[src/rtl/ctrl_pkg.sv]
// Shared control-word types and MIPS decode constants for the pipeline control stager.
package ctrl_pkg;

  typedef struct packed {
    logic       regdst;
    logic       alusrc;
    logic       memtoreg;
    logic       regwrite;
    logic       memread;
    logic       memwrite;
    logic       branch;
    logic [1:0] aluop;
  } ctrl_t;

  localparam logic [5:0] OP_RTYPE = 6'b000000;
  localparam logic [5:0] OP_LW    = 6'b100011;
  localparam logic [5:0] OP_SW    = 6'b101011;
  localparam logic [5:0] OP_BEQ   = 6'b000100;

  localparam logic [1:0] ALUOP_ADD   = 2'b00;
  localparam logic [1:0] ALUOP_SUB   = 2'b01;
  localparam logic [1:0] ALUOP_FUNCT = 2'b10;

  localparam ctrl_t CTRL_BUBBLE = '0;

  // Reference main-decoder table; unknown opcodes decode to a bubble.
  function automatic ctrl_t ctrl_decode(input logic [5:0] op);
    ctrl_t c;
    c = CTRL_BUBBLE;
    case (op)
      OP_RTYPE: begin c.regdst = 1'b1; c.regwrite = 1'b1; c.aluop = ALUOP_FUNCT; end
      OP_LW:    begin c.alusrc = 1'b1; c.memtoreg = 1'b1; c.regwrite = 1'b1;
                      c.memread = 1'b1; c.aluop = ALUOP_ADD; end
      OP_SW:    begin c.alusrc = 1'b1; c.memwrite = 1'b1; c.aluop = ALUOP_ADD; end
      OP_BEQ:   begin c.branch = 1'b1; c.aluop = ALUOP_SUB; end
      default:  ;
    endcase
    return c;
  endfunction

endpackage

[src/rtl/ctrl_pipe_stager_hazard_unit.sv]
// Load-use hazard detect: holds ID when the load in EX feeds an ID source register.
module hazard_unit #(
  parameter int REG_W = 5
) (
  input  logic             i_id_valid,
  input  logic [REG_W-1:0] i_id_rs,
  input  logic [REG_W-1:0] i_id_rt,
  input  logic             i_ex_valid,
  input  logic             i_ex_memread,
  input  logic [REG_W-1:0] i_ex_rt,
  input  logic             i_pc_src,
  output logic             o_stall
);

  logic w_src_match;

  assign w_src_match = (i_ex_rt == i_id_rs) | (i_ex_rt == i_id_rt);
  // A taken branch squashes the ID instruction, so there is nothing to hold.
  assign o_stall = i_id_valid & i_ex_valid & i_ex_memread & (i_ex_rt != '0)
                 & w_src_match & ~i_pc_src;

endmodule

[src/rtl/ctrl_pipe_stager.sv]
// Carries decoded ID controls through ID/EX, EX/MEM, MEM/WB with hazard, branch and retire logic.
module ctrl_pipe_stager
  import ctrl_pkg::*;
#(
  parameter int REG_W = 5,
  parameter int CNT_W = 32
) (
  input  logic             clk,
  input  logic             rst,
  input  logic             id_valid,
  input  logic             id_regdst,
  input  logic             id_alusrc,
  input  logic             id_memtoreg,
  input  logic             id_regwrite,
  input  logic             id_memread,
  input  logic             id_memwrite,
  input  logic             id_branch,
  input  logic [1:0]       id_aluop,
  input  logic [REG_W-1:0] id_rs,
  input  logic [REG_W-1:0] id_rt,
  input  logic [REG_W-1:0] id_rd,
  input  logic             ex_zero,
  output logic             ex_valid,
  output logic             ex_alusrc,
  output logic             ex_memread,
  output logic             ex_memwrite,
  output logic             ex_branch,
  output logic [1:0]       ex_aluop,
  output logic [REG_W-1:0] ex_dest,
  output logic             mem_valid,
  output logic             mem_memread,
  output logic             mem_memwrite,
  output logic             wb_valid,
  output logic             wb_regwrite,
  output logic             wb_memtoreg,
  output logic [REG_W-1:0] wb_dest,
  output logic             stall,
  output logic             flush_if,
  output logic             pc_src,
  output logic [CNT_W-1:0] retired
);

  ctrl_t            w_id_ctrl;
  logic [REG_W-1:0] w_id_dest;
  logic             w_id_regwrite;
  logic             w_pc_src;
  logic             w_stall;
  logic             w_ex_load;

  logic             r_ex_valid, r_ex_alusrc, r_ex_memtoreg, r_ex_regwrite;
  logic             r_ex_memread, r_ex_memwrite, r_ex_branch;
  logic [1:0]       r_ex_aluop;
  logic [REG_W-1:0] r_ex_dest, r_ex_rt;

  logic             r_mem_valid, r_mem_memread, r_mem_memwrite, r_mem_regwrite, r_mem_memtoreg;
  logic [REG_W-1:0] r_mem_dest;

  logic             r_wb_valid, r_wb_regwrite, r_wb_memtoreg;
  logic [REG_W-1:0] r_wb_dest;
  logic [CNT_W-1:0] r_retired;

  // An invalid ID slot carries no controls, so it behaves like a bubble downstream.
  assign w_id_ctrl = id_valid ? ctrl_t'{id_regdst, id_alusrc, id_memtoreg, id_regwrite,
                                        id_memread, id_memwrite, id_branch, id_aluop}
                              : CTRL_BUBBLE;
  assign w_id_dest     = w_id_ctrl.regdst ? id_rd : id_rt;
  assign w_id_regwrite = w_id_ctrl.regwrite & ~w_id_ctrl.memwrite & (w_id_dest != '0);

  assign w_pc_src  = r_ex_valid & r_ex_branch & ex_zero;
  assign w_ex_load = id_valid & ~w_pc_src & ~w_stall;

  hazard_unit #(.REG_W(REG_W)) u_hazard (
    .i_id_valid   (id_valid),
    .i_id_rs      (id_rs),
    .i_id_rt      (id_rt),
    .i_ex_valid   (r_ex_valid),
    .i_ex_memread (r_ex_memread),
    .i_ex_rt      (r_ex_rt),
    .i_pc_src     (w_pc_src),
    .o_stall      (w_stall)
  );

  always_ff @(posedge clk) begin
    if (rst || !w_ex_load) begin
      r_ex_valid    <= 1'b0;
      r_ex_alusrc   <= 1'b0;
      r_ex_memtoreg <= 1'b0;
      r_ex_regwrite <= 1'b0;
      r_ex_memread  <= 1'b0;
      r_ex_memwrite <= 1'b0;
      r_ex_branch   <= 1'b0;
      r_ex_aluop    <= '0;
      r_ex_dest     <= '0;
      r_ex_rt       <= '0;
    end else begin
      r_ex_valid    <= 1'b1;
      r_ex_alusrc   <= w_id_ctrl.alusrc;
      r_ex_memtoreg <= w_id_ctrl.memtoreg;
      r_ex_regwrite <= w_id_regwrite;
      r_ex_memread  <= w_id_ctrl.memread;
      r_ex_memwrite <= w_id_ctrl.memwrite;
      r_ex_branch   <= w_id_ctrl.branch;
      r_ex_aluop    <= w_id_ctrl.aluop;
      r_ex_dest     <= w_id_dest;
      r_ex_rt       <= id_rt;
    end
  end

  // EX/MEM and MEM/WB never stall; bubbles flow through as all-zero words.
  always_ff @(posedge clk) begin
    if (rst) begin
      r_mem_valid    <= 1'b0;
      r_mem_memread  <= 1'b0;
      r_mem_memwrite <= 1'b0;
      r_mem_regwrite <= 1'b0;
      r_mem_memtoreg <= 1'b0;
      r_mem_dest     <= '0;
      r_wb_valid     <= 1'b0;
      r_wb_regwrite  <= 1'b0;
      r_wb_memtoreg  <= 1'b0;
      r_wb_dest      <= '0;
      r_retired      <= '0;
    end else begin
      r_mem_valid    <= r_ex_valid;
      r_mem_memread  <= r_ex_memread;
      r_mem_memwrite <= r_ex_memwrite;
      r_mem_regwrite <= r_ex_regwrite;
      r_mem_memtoreg <= r_ex_memtoreg;
      r_mem_dest     <= r_ex_dest;
      r_wb_valid     <= r_mem_valid;
      r_wb_regwrite  <= r_mem_regwrite;
      r_wb_memtoreg  <= r_mem_memtoreg;
      r_wb_dest      <= r_mem_dest;
      if (r_wb_valid) r_retired <= r_retired + 1'b1;
    end
  end

  assign ex_valid     = r_ex_valid;
  assign ex_alusrc    = r_ex_alusrc;
  assign ex_memread   = r_ex_memread;
  assign ex_memwrite  = r_ex_memwrite;
  assign ex_branch    = r_ex_branch;
  assign ex_aluop     = r_ex_aluop;
  assign ex_dest      = r_ex_dest;
  assign mem_valid    = r_mem_valid;
  assign mem_memread  = r_mem_memread;
  assign mem_memwrite = r_mem_memwrite;
  assign wb_valid     = r_wb_valid;
  assign wb_regwrite  = r_wb_regwrite;
  assign wb_memtoreg  = r_wb_memtoreg;
  assign wb_dest      = r_wb_dest;
  assign stall        = w_stall;
  assign flush_if     = w_pc_src;
  assign pc_src       = w_pc_src;
  assign retired      = r_retired;

endmodule

[config.mk]
export PLATFORM = sky130hd
export DESIGN_NAME = ctrl_pipe_stager
export DESIGN_NICKNAME = d
export VERILOG_FILES = /design/src/rtl/ctrl_pkg.sv /design/src/rtl/ctrl_pipe_stager_hazard_unit.sv /design/src/rtl/ctrl_pipe_stager.sv
export SDC_FILE = /design/constraint.sdc
export NUM_CORES = 1
export LEC_CHECK = 0
export CORE_MARGIN = 5
export CORE_UTILIZATION = 46
export CTS_CLUSTER_SIZE = 25
export DETAILED_ROUTE_END_ITERATION = 16
export PLACE_DENSITY = 0.79
export SYNTH_ARGS = -nofsm -noshare
export SYNTH_HDL_FRONTEND = slang
export SYNTH_SLANG_ARGS = --single-unit
[constraint.sdc]
create_clock -name clk -period 2.05 [get_ports clk]
set_input_delay 0.41 -clock clk [delete_from_list [all_inputs] [get_ports clk]]
set_output_delay 0.41 -clock clk [all_outputs]
set_load 0.02 [all_outputs]
==> results, run 1 <==
- The share of the Yosys chip area taken by registers is 0.5011.
- In this run the mean area of a mapped cell was 9.740 um^2.
- At the end of the flow the core is filled with cells to 0.6826.
- Setup violations remaining at the end of the flow were counted as 0.
- The setup slack of the most critical reg-to-reg path is between 150 and 200 ps.
- The core region is 0.005886 mm^2.
- The global-route total usage across every layer is 0.1875.
- The level count of the clock H-tree is 3.
- The count of maximum capacitance violations is 0.
- The number of antenna diodes in the final layout is 0.
- In the final routed layout, each cell accounts on average for 14.18 um.
- The power density over cell area is between 600 and 700 mW/mm^2.
- The clock net sink count is 69.
- The class of the most critical setup path is flip-flop to primary output.
- The floorplan step set the die height to 87.41 um.
- The final cell count without fillers is 468.
- The die covers 0.007641 mm^2.
- The wire length on met3 is 484 um.
- The static power due to leakage is 1.454 nW.
- In the layout the commonest cells are clkdlybuf4s50_1 (80), dfxtp_1 (68), xnor2_1 (30), nor2_1 (30), buf_4 (24).
- The buffer depth of the longest clock path is 2.
- At the worst endpoint, the required time is 1640 ps.
- The worst setup margin is about 0.28 ps.
- Of the available clock period, the critical path in the final layout requires 0.9999.
- The number of distinct library cells after synthesis is 40.
- By area the synthesized netlist is led by dfxtp_1 (50%), xnor2_1 (9.5%), nor2_1 (4.1%), nor2b_1 (4.1%), nor4_2 (3.6%).
- The number of failing hold endpoints at the final stage was 0.
- After detailed routing, the number of remaining DRC violations is 0.
- Buffers inserted to repair hold after CTS numbered 0.
- The run finished with clean final reports.
- Headroom to the max-slew limit came out at 0.6623.
- Summed over all instances, the cell type with the most area after synthesis is dfxtp_1.
- The routed design uses 3146 um of met2 wire.
- Counting both buffers and inverters, the worst setup path holds a total of 1.
- The top-level port count is 86.
- The mapped netlist covers 0.002756 mm^2.
- Once detail routing completed, the nets flagged for antenna violations numbered 0.
- The family with the most delay on the worst path is simple AND/OR/NAND/NOR gates.
- The cell with the biggest individual delay on the critical path is or3_1.
- The chip width is roughly 87 um.
- The fraction of synthesized cell area taken by the top area cell type is 0.5011.
- Of the cells placed in the final design, the portion with a size suffix greater than 1 is 0.1578.
- The number of placed instances, taps included, is 451.
- The sum of routed wire segments on met1 is 2866 um.
- The highest metal layer carrying signal wires in the routed design is met4.
- For the worst setup path, the data arrival time is 1640 ps.
- Counting flops and latches in the post-synthesis netlist gives 69.
- The worst hold path begins at rst.
- STA classifies the critical path startpoint as a flip-flop.
- The wire length of the first global-routing pass is 11170 um.
- Of all nets on the critical path, the largest fanout is 3.
- The post-synth net total is 312.
- The largest single stage delay on the critical path is approximately 380 ps.
- Walking the worst path, the cells encountered are or3_1 > o311a_1 > nand2_1 > nor2_1 > buf_4.
- The number of antenna violations at the first check in global routing came to 0.
- The worst setup path is captured at a primary output.
- The total count of max-transition violations in the final report is 0.
- The worst hold path belongs to the class input pin to flip-flop.
- The count of routing violations after the opening detailed-route iteration is 63.
- Timing would allow up to roughly 490 MHz.
- The tightest hold path in the finished design has a slack of approximately 440 ps.
- The last weighted congestion value of the routability-driven placer is just under 0.9.
- Compared with the post-synthesis result, the final layout area differs by 45.76%.
- The detailed-route via count is 2301.
- The root buffer cell chosen for the clock tree is clkbuf_8.
- The beginning of the critical path is r_ex_rt[0].
- For this run, the post-layout net count is around 420.
- The instance count of the mapped netlist is 283.
- The via count of the first global-routing pass is 2361.
- For this run, the detailed router's first-pass iteration total came to 4.
- In this run, CTS created clock tree buffers numbering 9.
- The maximum vdd drop is between 0.0005 and 0.0006 V.
- The initial standard-cell utilization of the core is 0.4683.
- Leaving out fill and tap cells, the most frequent cell in the layout is clkdlybuf4s50_1.
- Using the TritonRoute via totals, the vias-per-cell ratio works out to 4.917.
- The worst setup timing slack at the placement stage is -490.2 ps.
- In this run the core area contains 28 standard-cell rows.
- The final HPWL from detailed placement is 4957 um.
- The total of buffers placed on input and output ports is 85.
- The largest clock skew in the final design is 9.388 ps.
- The launch point of the worst reg-to-reg path is retired[11].
- The worst path needs around 2000 ps of the cycle, external delays included.
- The total wire length after detailed routing is 6637 um.
- The clock transition at the register clock pins on the worst setup and hold paths after CTS is 70 ps.
- For this run, the number of Yosys warnings is 0.
- The pin slew with the least headroom to its limit is 501.9 ps.
- The overflow left after global routing is 0.
- The largest net degree at the start of global routing is 28.
- The TritonCTS clock tree is done.
- The filler cell count in the final layout is ~460.
- Setup repair after global routing could not meet its margin everywhere.
- The clock reaches the later pin of the worst-skew pair after 330 ps.
==> metrics by stage <==
step / cell area [um^2] / setup TNS, ps / total power (W)
after global placement: 3795 / -480.6 / 0.001614
after global routing: 4018 / -53.95 / 0.002831
final: 4018 / 0 / 0.002714
after detailed placement: 3795 / -549.6 / 0.001620
after CTS: 4008 / -23.93 / 0.002745
after floorplan: 2756 / 0 / 0.001491
==> cell usage after synthesis, drive strengths merged <==
cell / instances
or4: 2
nor4: 14
o21ai: 2
nor2b: 18
inv: 4
and4: 4
and2: 15
mux2i: 1
ha: 1
nand4: 10
a21boi: 5
nor2: 34
o311a: 1
o22ai: 1
nand3: 14
nand2: 19
nor3: 4
a21oi: 2
and3: 2
or3: 3
clkbuf: 8
nand2b: 1
xor2: 9
or2: 1
a211oi: 1
buf: 6
dfxtp: 69
xnor2: 30
a31oi: 1
and4b: 1
==> layer usage <==
metal	vias to the layer above	GRT usage
met5	-	0
met4	0	0.08508
met3	13	0.06149
met2	54	0.2925
met1	1068	0.2345
li1	1166	-
==> worst reg2reg max path, cell delays in order, from the launching register on <==
cell and delay (ps):
dfxtp_1 400, nand2_1 130, or4_4 660, nor4_1 360
xnor2_1 170, nor2_1 60
==> power by group <==
group          switching [W]  total, W  internal, W
combinational      0.0000906  0.000211     0.000120
clock               0.000496   0.00112     0.000628
sequential         0.0000144   0.00138      0.00136
total               0.000601   0.00271      0.00211
==> timing repair <==
item                                   in CTS  in global routing
pin swaps                                   0                  6
setup endpoints to repair                   3                  3
buffers inserted                            0                  1
gates resized for setup                     9                  1
endpoints found under the hold margin       0                  0
==> flip-flops by register name, indices dropped and copies added (netlist names), 2 cells and up <==
register,cells
retired,32
ex_dest,5
r_ex_rt,5
r_mem_dest,5
wb_dest,5
ex_aluop,2
==> layout make-up <==
| cell class | count | area [um^2] | area share |
|---|---|---|---|
| clock buffer | 11 | 151.4 | 0.03768 |
| sequential | 69 | 1383 | 0.3441 |
| clock inverter | 5 | 58.81 | 0.01464 |
| timing repair buffer | 108 | 1016 | 0.2529 |
| tap | 75 | 93.84 | 0.02336 |
| inverter | 4 | 15.01 | 0.003737 |
| multi-input combinational | 196 | 1300 | 0.3236 |
==> cell families (layout without fill, tap and decap cells) <==
logic type	Yosys count	in the layout	synth area share
AOI/OAI and AO/OA	13	13	0.03359
xor gates and xnor gates	39	39	0.1239
adders and majority gates	1	1	0.004539
buffers and inverters	18	128	0.02951
DFF	69	69	0.5011
muxes	1	1	0.003632
and+or+nand+nor	142	142	0.3037
==> final timing paths <==
path	depth (start not counted)	to
worst min-delay path	3	ex_valid
worst min register to register	1	wb_dest[4]
worst max register to register	5	retired[26]
worst max-delay path	5	stall
Note: power is estimated with default switching activity, not from simulation.
==> run 2, diff against run 1 <==
--- a/config.mk
+++ b/config.mk
@@ -5,11 +5,14 @@
 export SDC_FILE = /design/constraint.sdc
 export NUM_CORES = 1
 export LEC_CHECK = 0
+export CAP_MARGIN = 25
+export CELL_PAD_IN_SITES_DETAIL_PLACEMENT = 0
+export CELL_PAD_IN_SITES_GLOBAL_PLACEMENT = 1
 export CORE_MARGIN = 5
-export CORE_UTILIZATION = 46
+export CORE_UTILIZATION = 34
 export CTS_CLUSTER_SIZE = 25
 export DETAILED_ROUTE_END_ITERATION = 16
-export PLACE_DENSITY = 0.79
+export PLACE_DENSITY = 0.88
 export SYNTH_ARGS = -nofsm -noshare
 export SYNTH_HDL_FRONTEND = slang
 export SYNTH_SLANG_ARGS = --single-unit
==> results, run 2 (synthesis gave the netlist of run 1 again) <==
- The class of the tightest hold or removal check is input pin to flip-flop (unchanged).
- The detailed-route vias per instance is 4.645 (was 4.917).
- The buffers plus inverters on the worst setup path came to 1 (unchanged).
- The largest net degree at the start of global routing is 51 (was 28).
- The largest clock skew in the final design was 7.408 ps (was 9.388 ps).
- The class of the most critical setup path is flip-flop to primary output (unchanged).
- Run status: finished, final reports clean (unchanged).
- The number of nets in the layout was 421 (was 417).
- The number of clock buffers inserted by TritonCTS came to 9 (unchanged).
- The share of layout cells above drive strength 1 is 0.1738 (was 0.1578).
- The final HPWL from detailed placement came to 4950 um (was 4957 um).
- The kind of start point of the critical path is a flip-flop (unchanged).
- The count of maximum capacitance violations is 0 (unchanged).
- The data arrival time of the critical path was 1640 ps (about the same).
- The floorplan row count is 32 (was 28).
- The height of the chip is 100.0 um (was 87.41 um).
- The clock transition at the register clock pins on the worst setup and hold paths after CTS was 70 ps (about the same).
- The root cell of the clock tree is clkbuf_8 (unchanged).
- The count of hold-fix buffers inserted at cts was 0 (unchanged).
- The signed area change from the synthesized netlist to the final layout was 49.07% (was 45.76%).
- The biggest fanout along the worst timing path is 3 (unchanged).
- The final clock period utilization by the worst path is 0.9984 (was 0.9999).
- The final critical delay including setup and external delays is 2047 ps (was 2050 ps).
- The required time of the critical path was 1640 ps (about the same).
- The count of routing violations after the opening detailed-route iteration is 65 (was 63).
- The largest stage delay on the critical path is 360 ps (was 380 ps).
- The flip-flop count of the largest register, all copies and words added came to 32 (unchanged).
- The detailed-routed wire length on met2 is 3063 um (was 3146 um).
- The total of buffers placed on input and output ports is 85 (unchanged).
- The family with the most delay on the worst path is simple AND/OR/NAND/NOR gates (unchanged).
- The number of setup violations in the final report is 0 (unchanged).
- The headroom to the max-slew limit is 0.6097 (was 0.6623).
- The TritonCTS clock tree is done (unchanged).
- The full die area was 0.01001 mm^2 (was 0.007641 mm^2).
- The detailed-route via count is 2318 (was 2301).
- The power density over cell area is 686.0 mW/mm^2 (was 675.5 mW/mm^2).
- RSZ-0062 raised after global routing: yes (unchanged).
- The top-level port count is 86 (unchanged).
- The category of the worst setup path capture point is a primary output (unchanged).
- The length of the first detailed-routing pass in iterations is 4 (unchanged).
- The total wire length after detailed routing is 6775 um (was 6637 um).
- The initial standard-cell utilization of the core is 0.3530 (was 0.4683).
- The wire length on met3 came to 681 um (was 484 um).
- The sum of routed wire segments on met1 was 2957 um (was 2866 um).
- The uppermost signal routing layer after detailed routing is met4 (unchanged).
- The mean routed wirelength per cell was 13.58 um (was 14.18 um).
- The wire length of the first global-routing pass is 11030 um (was 11170 um).
- The final core utilization was 0.5263 (was 0.6826).
- The total count of max-transition violations in the final report is 0 (unchanged).
- The area of the core was 0.007807 mm^2 (was 0.005886 mm^2).
- The pin slew with the least headroom to its limit came to 580.1 ps (was 501.9 ps).
- Series of cell instances along the critical path: or3_1 > o311a_1 > nand2_1 > nor2_2 > buf_6 (was or3_1 > o311a_1 > nand2_1 > nor2_1 > buf_4).
- The peak clock frequency supported by timing is 488.6 MHz (was 487.9 MHz).
- The number of failing hold endpoints at the final stage is 0 (unchanged).
- The number of inserted diodes was 0 (unchanged).
- The buffer depth of the longest clock path is 2 (unchanged).
- The level count of the clock H-tree is 3 (unchanged).
- The most frequent standard cell in the layout excluding fill and tap cells is clkdlybuf4s50_1 (unchanged).
- The overflow left after global routing was 0 (unchanged).
- The cell area after placement is 0.003844 mm^2 (was 0.003795 mm^2).
- The remaining number of nets flagged by the antenna check after routing was 0 (unchanged).
- The last weighted congestion value of the routability-driven placer is 0.9230 (was 0.8807).
- The number of antenna violations at the first check in global routing is 0 (unchanged).
- The chip width is 100.0 um (was 87.41 um).
- The clock net sink count is 69 (unchanged).
- The maximum vdd drop was 0.0004496 V (was 0.0005562 V).
- The cell with the biggest individual delay on the critical path is o311a_1 (was or3_1).
- The static power due to leakage is 1.481 nW (was 1.454 nW).
- The filler cell count in the final layout is 729 (was 459).
- The via count of the first global-routing pass is 2334 (was 2361).
- The worst-skew pair later-pin latency was 340 ps (was 330 ps).
- The post-layout instance area is 0.004109 mm^2 (was 0.004018 mm^2).
- Top library cells by usage in the layout, fill and taps aside: clkdlybuf4s50_1 (81), dfxtp_1 (67), xnor2_1 (30), nor2_1 (29), buf_4 (27) (was clkdlybuf4s50_1 (80), dfxtp_1 (68), xnor2_1 (30), nor2_1 (30), buf_4 (24)).
- The final routed DRC violation total is 0 (unchanged).
- The global-route total usage across every layer came to 0.1390 (was 0.1875).
run 2: area by class of cell:
| class | instances | area [um^2] | area share |
|---|---|---|---|
| Timing Repair Buffer | 112 | 1047 | 0.2549 |
| Inverter | 4 | 15.01 | 0.003654 |
| Tap cell | 102 | 127.6 | 0.03106 |
| Clock inverter | 6 | 86.33 | 0.02101 |
| Sequential cell | 69 | 1386 | 0.3374 |
| Multi-Input combinational cell | 196 | 1309 | 0.3185 |
| Clock buffer | 10 | 137.6 | 0.03350 |
run 2: worst min-delay path, delay by kind of cell:
kind / cells / cell delay [ps]
buf+inv: 2 / 250
compound gates: 1 / 50
run 2: final timing paths:
path,startpoint,cells past startpoint,slack [ps],to
setup / recovery,r_ex_rt[1],5,3,stall
hold / removal,rst,3,420,ex_valid
setup reg to reg,r_ex_rt[1],6,80,ex_dest[4]
hold reg to reg,r_mem_dest[4],1,440,wb_dest[4]
run 2: metrics by stage:
stage / hold WS (ps) / TNS [ps] / setup slack (ps) / cells / total power [W]
after floorplan: 413.8 / 0 / 53.40 / 283 / 0.001491
after global placement: 416.2 / -699.1 / -458.4 / 480 / 0.001612
after detailed placement: 423.9 / -790.7 / -507.6 / 480 / 0.001614
after CTS: 395.8 / -18.23 / -18.23 / 496 / 0.002856
after global routing: 399.1 / -65.13 / -63.09 / 499 / 0.002942
final: 417.6 / 0 / 3.182 / 499 / 0.002819
run 2: report_power, final:
group | switching (W) | internal [W]
clock network | 0.000517 | 0.000716
registers | 0.0000136 | 0.00136
logic | 0.0000894 | 0.000119
total | 0.000620 | 0.00220
run 2: metal layers:
metal,up-vias,track usage
met5,-,0
met4,0,0.05596
met3,7,0.06949
met2,70,0.2129
met1,1073,0.1660
li1,1168,-
run 2: timing repair:
action	in CTS	in global routing
endpoints found under the setup margin	3	2
resized for setup	9	6
setup buffers	0	3
pin swaps	1	7
